==> config.mk <==
export PLATFORM = sky130hd
export DESIGN_NAME = fifo_wr_gen
export DESIGN_NICKNAME = d
export VERILOG_FILES = /design/src/rtl/fifo_test_pkg.sv /design/src/rtl/sync_2ff.sv /design/src/rtl/fifo_wr_gen.sv
export SDC_FILE = /design/constraint.sdc
export NUM_CORES = 1
export LEC_CHECK = 0
export ABC_AREA = 1
export BUFFER_PORTS_ARGS = -buffer_cell sky130_fd_sc_hd__buf_2
export CAP_MARGIN = 20
export CORE_AREA = 4 4 84 86
export DETAILED_ROUTE_END_ITERATION = 12
export DIE_AREA = 0 0 88 90
export GPL_ROUTABILITY_DRIVEN = 0
export PLACE_DENSITY = 0.53
export SKIP_CTS_REPAIR_TIMING = 1
export SYNTH_ARGS = -nofsm -noshare
export SYNTH_HDL_FRONTEND = slang
export SYNTH_SLANG_ARGS = --single-unit
==> constraint.sdc <==
create_clock -name wr_clk -period 1.85 [get_ports wr_clk]
set_input_delay 0.37 -clock wr_clk [delete_from_list [all_inputs] [get_ports wr_clk]]
set_output_delay 0.37 -clock wr_clk [all_outputs]
set_load 0.02 [all_outputs]
==> src/rtl/fifo_test_pkg.sv <==
// Shared definitions for the FIFO loopback test: default geometry and the
// write-side generator state encoding. The read-side checker reuses the defaults.
package fifo_test_pkg;

  localparam int unsigned DEF_DATA_W    = 16;
  localparam int unsigned DEF_BURST_LEN = 1536;

  typedef enum logic [1:0] {
    StIdle,
    StWrite,
    StPause,
    StDone
  } wr_state_e;

endpackage

==> src/rtl/sync_2ff.sv <==
// Single-bit two-flop synchronizer with synchronous active-high reset.
module sync_2ff (
  input  logic clk_i,
  input  logic rst_i,
  input  logic d_i,
  output logic q_o
);

  logic meta_q;
  logic sync_q;

  // Two back-to-back flops give the first stage a cycle to resolve.
  always_ff @(posedge clk_i) begin
    if (rst_i) begin
      meta_q <= 1'b0;
      sync_q <= 1'b0;
    end else begin
      meta_q <= d_i;
      sync_q <= meta_q;
    end
  end

  assign q_o = sync_q;

endmodule

==> src/rtl/fifo_wr_gen.sv <==
// Write-side traffic generator: writes bursts of an incrementing count into
// the dual-clock FIFO, throttling on prog_full and stalling while the FIFO
// write side is in reset.
module fifo_wr_gen
  import fifo_test_pkg::*;
#(
  parameter int unsigned       DATA_W       = DEF_DATA_W,
  parameter int unsigned       BURST_LEN    = DEF_BURST_LEN,
  parameter logic [DATA_W-1:0] START_VAL    = '0,
  parameter bit                AUTO_RESTART = 1'b1
) (
  input  logic              wr_clk,
  input  logic              rst,
  input  logic              start,
  input  logic              wr_rst_busy,
  input  logic              full,
  input  logic              prog_full,
  input  logic              almost_empty,
  output logic              fifo_wr_en,
  output logic [DATA_W-1:0] fifo_wr_data,
  output logic              busy,
  output logic              done,
  output logic              ovf_flag
);

  localparam int unsigned     CntW    = $clog2(BURST_LEN + 1);
  localparam logic [CntW-1:0] LastCnt = CntW'(BURST_LEN - 1);

  wr_state_e         state_q, state_d;
  logic              wr_en_q, wr_en_d;
  logic [DATA_W-1:0] data_q, data_d;
  logic [CntW-1:0]   word_cnt_q, word_cnt_d;
  logic              busy_q, busy_d;
  logic              done_q, done_d;
  logic              ovf_q, ovf_d;

  logic almost_empty_s;
  logic last_word;
  logic launch;

  sync_2ff u_ae_sync (
    .clk_i (wr_clk),
    .rst_i (rst),
    .d_i   (almost_empty),
    .q_o   (almost_empty_s)
  );

  // Next-state, counters and registered-output decode.
  always_comb begin
    state_d    = state_q;
    wr_en_d    = 1'b0;
    data_d     = data_q;
    word_cnt_d = word_cnt_q;
    done_d     = 1'b0;
    ovf_d      = ovf_q;

    // The word on the bus is consumed by the FIFO at this edge.
    if (wr_en_q) begin
      data_d     = data_q + 1'b1;
      word_cnt_d = word_cnt_q + 1'b1;
      if (full) begin
        ovf_d = 1'b1;
      end
    end

    last_word = wr_en_q && (word_cnt_q == LastCnt);
    launch    = !wr_rst_busy &&
                (start || ((state_q == StDone) && AUTO_RESTART && almost_empty_s));

    unique case (state_q)
      StIdle, StDone: begin
        if (launch) begin
          word_cnt_d = '0;
          // A start that coincides with prog_full parks in PAUSE without writing.
          if (prog_full) begin
            state_d = StPause;
          end else begin
            state_d = StWrite;
            wr_en_d = 1'b1;
          end
        end
      end
      StWrite: begin
        if (last_word) begin
          state_d = StDone;
          done_d  = 1'b1;
        end else if (prog_full || wr_rst_busy) begin
          state_d = StPause;
        end else begin
          wr_en_d = 1'b1;
        end
      end
      StPause: begin
        if (!prog_full && !wr_rst_busy) begin
          state_d = StWrite;
          wr_en_d = 1'b1;
        end
      end
      default: state_d = StIdle;
    endcase

    busy_d = (state_d == StWrite) || (state_d == StPause);
  end

  // State and output registers; rst abandons any partial burst.
  always_ff @(posedge wr_clk) begin
    if (rst) begin
      state_q    <= StIdle;
      wr_en_q    <= 1'b0;
      data_q     <= START_VAL;
      word_cnt_q <= '0;
      busy_q     <= 1'b0;
      done_q     <= 1'b0;
      ovf_q      <= 1'b0;
    end else begin
      state_q    <= state_d;
      wr_en_q    <= wr_en_d;
      data_q     <= data_d;
      word_cnt_q <= word_cnt_d;
      busy_q     <= busy_d;
      done_q     <= done_d;
      ovf_q      <= ovf_d;
    end
  end

  assign fifo_wr_en   = wr_en_q;
  assign fifo_wr_data = data_q;
  assign busy         = busy_q;
  assign done         = done_q;
  assign ovf_flag     = ovf_q;

endmodule

# Yosys cells after proc, flatten, opt, wreduce, memory -nomap -nowiden
# Index checks and enable logic that the tools add are counted.
# Widths: inputs -> output; s select.
dict set report classes {
  n_eq_ne 6
  reduce_logical 13
  muxes 16
  add_sub_neg 2
  n_bitwise 1
}
# operator count
set ops {}
lappend ops {{$mux 11} 3}
lappend ops {{$add 16x1->16 const B} 1}
lappend ops {{$add 11x1->11 const B} 1}
lappend ops {{$eq 11x11->1 const B} 1}
lappend ops {{$mux 2} 5}
lappend ops {{$eq 2x2->1 const B} 3}
lappend ops {{$mux 1} 6}
lappend ops {{$pmux 2 s3} 1}
lappend ops {{$eq 2x1->1 const B} 2}
lappend ops {{$logic_and 1x1->1} 4}
lappend ops {{$reduce_or 2->1} 2}
lappend ops {{$logic_or 1x1->1} 3}
lappend ops {{$pmux 1 s3} 1}
lappend ops {{$logic_not 1->1} 2}
lappend ops {{$logic_not 2->1} 1}
lappend ops {{$reduce_and 2->1} 1}
lappend ops {{$not 1->1} 1}
dict set report totals {
  inputBits 7
  out_inout_bits 20
  elab_cells 47
  register_bits 35
}

# Logic depth before layout (Yosys ltp)
# Gate-level depths: netlist (run 1).
dict set report depth {
  ltp_word 8
  mapped_depth 10
  ltp_nobuf 10
}

# Hierarchy
# A second synthesis (run 1) with hierarchy kept.
dict set report unflattened {
  cells_unflattened 231
  area_unflattened_um2 1670.4
}
# module instances area_each_um2 cells_per_inst seq_area_each_um2
set modules_own_cells {}
lappend modules_own_cells {fifo_wr_gen 1 1615.3 225 660.6}
lappend modules_own_cells {sync_2ff 1 55.1 6 40.0}

# Least setup slack after synthesis (run 1)
# OpenSTA, ideal clock, no wires.
dict set report synth_timing {
  kind {register to register}
  from {register data_q[0] (netlist: fifo_wr_data[0])}
  to {register data_q[12] (netlist: fifo_wr_data[12])}
  arrival_time_ps 1450
  path_buffers 0
  period_less_slack_ps 1570
  setup_ps 119
  stages_incl_launch_ff 9
  setup_slack_ps 280
  required_ps 1731
  cell_sequence {dfxtp_1 -> ha_1 -> nand2_1 -> nor2_2 -> nand2_1 -> nor3_4 -> nand3_1 -> o21ai_0 -> a21oi_1}
}
dict set report synth_via {
  elab_chain_len 1
}
# item line_no
set synth_rtl {}
lappend synth_rtl {{start: declaration} fifo_wr_gen.sv:31} ;# logic [DATA_W-1:0] data_q, data_d;
lappend synth_rtl {{start signal: assignment} fifo_wr_gen.sv:118} ;# data_q <= data_d;
lappend synth_rtl {{$add 16x1->16} fifo_wr_gen.sv:59} ;# data_d = data_q + 1'b1;
# No other way between the ends.
# A chain may end at the register's enable or synchronous reset.

# Worst setup path after layout (run 1)
dict set report layout_timing {
  from {register state_q[0]}
  to {register busy_q (netlist: busy)}
}
dict set report layout_via {
  elab_chain_len 8
  elab_cells_between_ends 16
  cone_classes {5 x eq/ne; 5 x mux; 6 x reduce/logical}
}
# item line_no
set layout_rtl {}
lappend layout_rtl {{start: declaration} fifo_wr_gen.sv:29} ;# wr_state_e state_q, state_d;
lappend layout_rtl {{start signal: assignment} fifo_wr_gen.sv:108} ;# state_q <= StIdle;
lappend layout_rtl {{start signal: assignment} fifo_wr_gen.sv:116} ;# state_q <= state_d;
lappend layout_rtl {{$eq 2x2->1} {fifo_wr_gen.sv:68, fifo_wr_gen.sv:70}}
lappend layout_rtl {{$logic_and 1x1->1} fifo_wr_gen.sv:68} ;# (start || ((state_q == StDone) && AUTO_RESTART && almost_empty_s));
lappend layout_rtl {{$logic_or 1x1->1} fifo_wr_gen.sv:68}
lappend layout_rtl {{$logic_and 1x1->1} fifo_wr_gen.sv:67} ;# launch = !wr_rst_busy &&
lappend layout_rtl {{$mux 2} fifo_wr_gen.sv:72} ;# if (launch) begin
lappend layout_rtl {{$pmux 2 s3 (*)} fifo_wr_gen.sv:70} ;# unique case (state_q)
lappend layout_rtl {{$eq 2x1->1 or $eq 2x2->1 (tied branches)} fifo_wr_gen.sv:102} ;# busy_d = (state_d == StWrite) || (state_d == StPause);
lappend layout_rtl {{$logic_or 1x1->1 (*)} fifo_wr_gen.sv:102}
lappend layout_rtl {{end signal: assignment} fifo_wr_gen.sv:120} ;# busy_q <= busy_d;
lappend layout_rtl {{end: declaration} fifo_wr_gen.sv:33} ;# logic busy_q, busy_d;
# Every way passes the cells marked *; elsewhere a longest branch is shown, timed or not.

==> results of run 1 <==
==> worst max path at each step <==
stage,end,cells past startpoint
after floorplan,fifo_wr_data[12]$_SDFFE_PP0P_,8
final,busy$_SDFF_PP0_,9
after global placement,word_cnt_q[10]$_SDFF_PP0_,8
after CTS,busy$_SDFF_PP0_,9
after detailed placement,busy$_SDFF_PP0_,9
after global routing,fifo_wr_data[14]$_SDFFE_PP0P_,8
==> stage by stage <==
stage	worst slack, ns	std cells	hold WS (ns)	power (uW)	util, %
2_1_floorplan	0.2803	229	0.3883	1290	-
3_3_place_gp	0.3356	334	0.3919	1428	30.56
3_5_place_dp	0.2663	334	0.3972	1432	30.56
4_1_cts	0.2523	341	0.2778	2002	31.95
5_1_grt	0.1199	341	0.2828	2112	31.95
6_report	0.2584	341	0.2938	1967	31.95
==> metal layers <==
layer  up-vias  routed length [um]  track usage [%]
li1        793                   -                -
met3         6                 169            2.925
met1       642                1776            12.93
met5         -                   0                0
met2        27                1600            14.89
met4         0                  52            3.836
==> report_power, final <==
group          total, uW  internal [uW]  switching, uW
logic                513            198            315
clock network        560            292            268
registers            894            823           70.5
total               1970           1310            653
==> kinds of logic after synthesis <==
kind of cell | count (synthesis)
AOI/OAI and AO/OA | 37
xor gates and xnor gates | 8
adders and majority gates | 5
buffers and inverters | 38
DFF | 35
and+or+nand+nor | 106
==> worst max-delay path: cells and delay by family (launching register included) <==
kind | cells | cell delay [ns]
AOI/OAI and AO/OA | 2 | 0.32
and+or+nand+nor | 4 | 0.31
buffers and inverters | 2 | 0.16
adders and majority gates | 1 | 0.31
DFF | 1 | 0.37
==> Yosys cell counts (all sizes together) <==
library cell	instances	area [um2]
a21boi	1	7.510
nand3	9	45.04
nand4	4	25.02
xnor2	4	35.03
dfxtp	35	700.7
ha	5	62.56
a21oi	22	110.1
nor3	11	77.57
nand2	42	167.7
o21a	1	7.510
inv	34	130.1
xor2	4	35.03
buf	1	11.26
clkbuf	3	11.26
o21ai	13	65.06
nor2	39	171.4
or2	1	6.260
==> layout make-up <==
| type | count | area, um2 |
|---|---|---|
| Clock inverter | 1 | 5.005 |
| Timing Repair Buffer | 32 | 175.2 |
| Clock buffer | 6 | 82.58 |
| Inverter | 34 | 130.1 |
| Tap cell | 77 | 96.34 |
| Fill cell | 701 | 4272 |
| Multi-Input combinational cell | 156 | 815.8 |
| Sequential cell | 35 | 700.7 |
==> summary.txt, run 1 <==
Post-Synth XOR/XNOR Area -> 4.198%
Full die area -> 7920 um2
Detailed placer's ending HPWL -> 2.765 mm
WP data required -> 2.03 ns
Mux cell area share after synthesis -> 0%
Ant. Diodes -> 0
Io pins -> 27
First-pass GRT wire length -> 6.292 mm
HP Class -> input pin to register
VDD IR max -> 0.4200 mV
Slew headroom -> 79.85%
# DRC -> 0
Die span in y -> 90 um
Worst setup path startpoint -> state_q[0]$_SDFF_PP0_
Vias -> 1468
Slew Viols, Final -> 0
CTS Root Cell -> clkbuf_8
Global route overflow -> 0
CTS tree -> yes
CP arrival -> 1.77 ns
Cell area after synthesis -> 1669 um2
Cells after Synth -> 229
Synth Area in Compound Gates -> 11.39%
TritonCTS sink count -> 35
Final worst clock skew -> 0.005554 ns
Seq/Total Area, Yosys -> 41.98%
Final wirelength -> 3.598 mm
Worst path cell trace -> inv_1 -> ha_1 -> inv_1 -> a21oi_1 -> o21ai_0 -> nand2_1 -> nand3_1 -> nand2_1 -> nor2_1
First-pass iteration count of the detailed router -> 4
Simple-gate area share of the yosys netlist -> 29.54%
FF-to-FF setup slack -> 0.26 ns
Initial Util -> 26.59%
Adder-cell share of the synthesized area -> 3.748%
Setup TNS -> 0 ns
Hold violation total from the final report -> 0
Clock slew seen by the registers of the worst setup and hold paths -> 0.06 ns
Max-cap violation count -> 0
Initial drt markers -> 45
Fmax -> 628.3 MHz
CTS Buffer Depth -> 2
Layout cell share with drive strength beyond 1 -> 20.08%
Crit-path max FO -> 4
Placed instance area -> 1918 um2
Largest net degree at the start of global routing -> 13
Most frequent cells in the layout -> nand2_1 (38), dfxtp_1 (35), nor2_1 (33)
Max incr delay on CP -> 0.37 ns
Hold path cells -> 3
Largest family of logic cells by synthesized area -> simple AND/OR/NAND/NOR gates
Core box area -> 6277 um2
Status -> complete, no violations
Mean number of vias per cell -> 4.305
Cell variety after synth -> 23
DIE WIDTH -> 88 um
Nets -> 276
Worst Hold End -> u_ae_sync.meta_q$_SDFF_PP0_
Shortest period the worst path allows -> 1.592 ns
Crit. End Element -> register
WS Path Type -> register to register
RSZ-0062 raised after global routing -> false
# port buffers -> 26
Worst Max-Slew Pin Slew -> 0.2991 ns
R2R depth -> 9
# rows -> 29
Final Cell Area -> 2006 um2
Synthesis-to-layout area growth -> 20.16%
Critical path's slowest cell -> dfxtp_1
Initial antenna violation count -> 0
Synthesized flop and latch total -> 35
Startpoint types -> register
Syn_nets -> 241
H-tree depth -> 2
Yosys warning count -> 0
Global Route Usage Sum -> 9.828%
WL per Instance -> 10.55 um
Setup-failing EPs final -> 0
Period utilisation layout -> 86.03%
Vias in the first global route -> 1406
Antenna Nets Post-Route -> 0
Leak -> 0.0008907 uW
Hold_sp -> almost_empty
Worst R2R Start -> state_q[0]$_SDFF_PP0_
Power Dens Cells -> 980.6 nW/um2
Later-pin clock latency in the skew report -> 0.28 ns
Most common cell after layout, fill and taps aside -> nand2_1
Largest register FFs -> 16
Worst r2r dst -> busy$_SDFF_PP0_
Syn Area/Cell -> 7.289 um2
Total CTS buffers -> 5
(Power assumes the default switching activity.)
==> run 2: changes to the inputs <==
Clock period 1.85 ns to 1.8 ns, I/O delays scaled along.
==> run 2 against run 1 <==
  * Clock power down 2%
  * Clock skew is 0.0023 ns higher
  * Die area is the same
  * Sequential share of layout area grew 0.11 points
  * Combinational power increased by 3%
  * Via count increased by 0.14%
  * Maximum frequency about the same
  * Utilization shrank 0.10 points
  * Critical path depth did not move
  * Wire length decreased by 0.42%
  * Cell count up 0.29%
  * Setup slack got worse by 0.050 ns
  * Largest cell class unchanged
==> summary.txt, run 2 (synthesized netlist as in run 1, its figures left out) <==
Antenna Nets Post-Route -> 0
Worst R2R Start -> state_q[0]$_SDFF_PP0_
Largest register FFs -> 16
Startpoint types -> register
Initial Util -> 26.59%
Most common cell after layout, fill and taps aside -> nand2_1
Slew Viols, Final -> 0
Mean number of vias per cell -> 4.298
Largest net degree at the start of global routing -> 13
TritonCTS sink count -> 35
Setup-failing EPs final -> 0
Status -> complete, no violations
Final worst clock skew -> 0.007827 ns
Vias in the first global route -> 1367
CTS Root Cell -> clkbuf_8
Dpl ws -> 0.2199 ns
Vias -> 1470
Worst Max-Slew Pin Slew -> 0.3019 ns
Core box area -> 6277 um2
CTS Buffer Depth -> 2
Io pins -> 27
CP arrival -> 1.77 ns
Hold violation total from the final report -> 0
Worst setup path startpoint -> state_q[0]$_SDFF_PP0_
First-pass GRT wire length -> 6.168 mm
Global route overflow -> 0
# rows -> 29
Crit. End Element -> register
Global Route Usage Sum -> 9.632%
Setup ws final -> 0.2085 ns
Total CTS buffers -> 5
RSZ-0062 raised after global routing -> false
H-tree depth -> 2
Final wirelength -> 3.583 mm
CTS tree -> yes
Slew headroom -> 79.85%
Later-pin clock latency in the skew report -> 0.28 ns
Hold_sp -> almost_empty
Detailed placer's ending HPWL -> 2.735 mm
WS Path Type -> register to register
WP data required -> 1.97 ns
Period utilisation layout -> 88.42%
Synthesis-to-layout area growth -> 19.79%
Initial drt markers -> 43
HP Class -> input pin to register
Crit-path max FO -> 4
Setup TNS -> 0 ns
Max-cap violation count -> 0
VDD IR max -> 0.3680 mV
# DRC -> 0
Ant. Diodes -> 0
Clock slew seen by the registers of the worst setup and hold paths -> 0.06 ns
Power Dens Cells -> 999.0 nW/um2
R2R depth -> 9
Nets -> 276
Shortest period the worst path allows -> 1.591 ns
# port buffers -> 26
Die span in y -> 90 um
Leak -> 0.0008859 uW
Initial antenna violation count -> 0
WL per Instance -> 10.48 um
Hold path cells -> 3
DIE WIDTH -> 88 um
Most frequent cells in the layout -> nand2_1 (38), dfxtp_1 (35), nor2_1 (33)
Layout cell share with drive strength beyond 1 -> 19.62%
Full die area -> 7920 um2
Fmax -> 628.3 MHz
First-pass iteration count of the detailed router -> 4
==> run 2: metrics by stage <==
step | hold WS [ns] | std cells | power (uW) | cell area, um2 | utilization [%]
5_1_grt | 0.2802 | 342 | 2150 | 1999 | 31.85
4_1_cts | 0.2688 | 342 | 2033 | 1999 | 31.85
2_1_floorplan | 0.3883 | 229 | 1325 | 1669 | -
3_3_place_gp | 0.3917 | 334 | 1467 | 1918 | 30.56
6_report | 0.2787 | 342 | 1997 | 1999 | 31.85
3_5_place_dp | 0.4049 | 334 | 1474 | 1918 | 30.56
==> run 2: worst max-delay path, cell delays in order (launching register included) <==
cell and delay [ns]:
dfxtp_1 0.37, inv_1 0.09, ha_1 0.32, inv_1 0.07, a21oi_1 0.22, o21ai_0 0.12, nand2_1 0.12, nand3_1 0.08
nand2_1 0.06, nor2_1 0.03
==> run 2: metal layers <==
| metal | wire length [um] | GRT usage (%) | vias to the layer above |
|---|---|---|---|
| met1 | 1825 | 12.85 | 643 |
| met2 | 1530 | 14.32 | 21 |
| met3 | 180 | 3.473 | 7 |
| li1 | - | - | 799 |
| met5 | 0 | 0 | - |
| met4 | 46 | 3.069 | 0 |
==> run 2: layout make-up <==
| class | instances | area (um2) |
|---|---|---|
| clock inverter | 1 | 5.005 |
| clock buffer | 7 | 76.32 |
| inverter | 34 | 130.1 |
| sequential | 35 | 700.7 |
| tap | 77 | 96.34 |
| timing repair buffer | 32 | 175.2 |
| fill | 705 | 4278 |
| multi-input combinational | 156 | 815.8 |
==> run 2: final timing paths <==
kind                            endpoint  slack [ns]
max                      busy$_SDFF_PP0_        0.21
min          u_ae_sync.meta_q$_SDFF_PP0_        0.28
max reg2reg              busy$_SDFF_PP0_        0.21
min reg2reg     u_ae_sync.q_o$_SDFF_PP0_        0.41
==> run 2: power by group <==
group          internal (uW)  leakage, uW  switching, uW
logic                    205     0.000560            322
registers                846     0.000284           77.0
clock network            272    0.0000422            276
total                   1320     0.000886            674
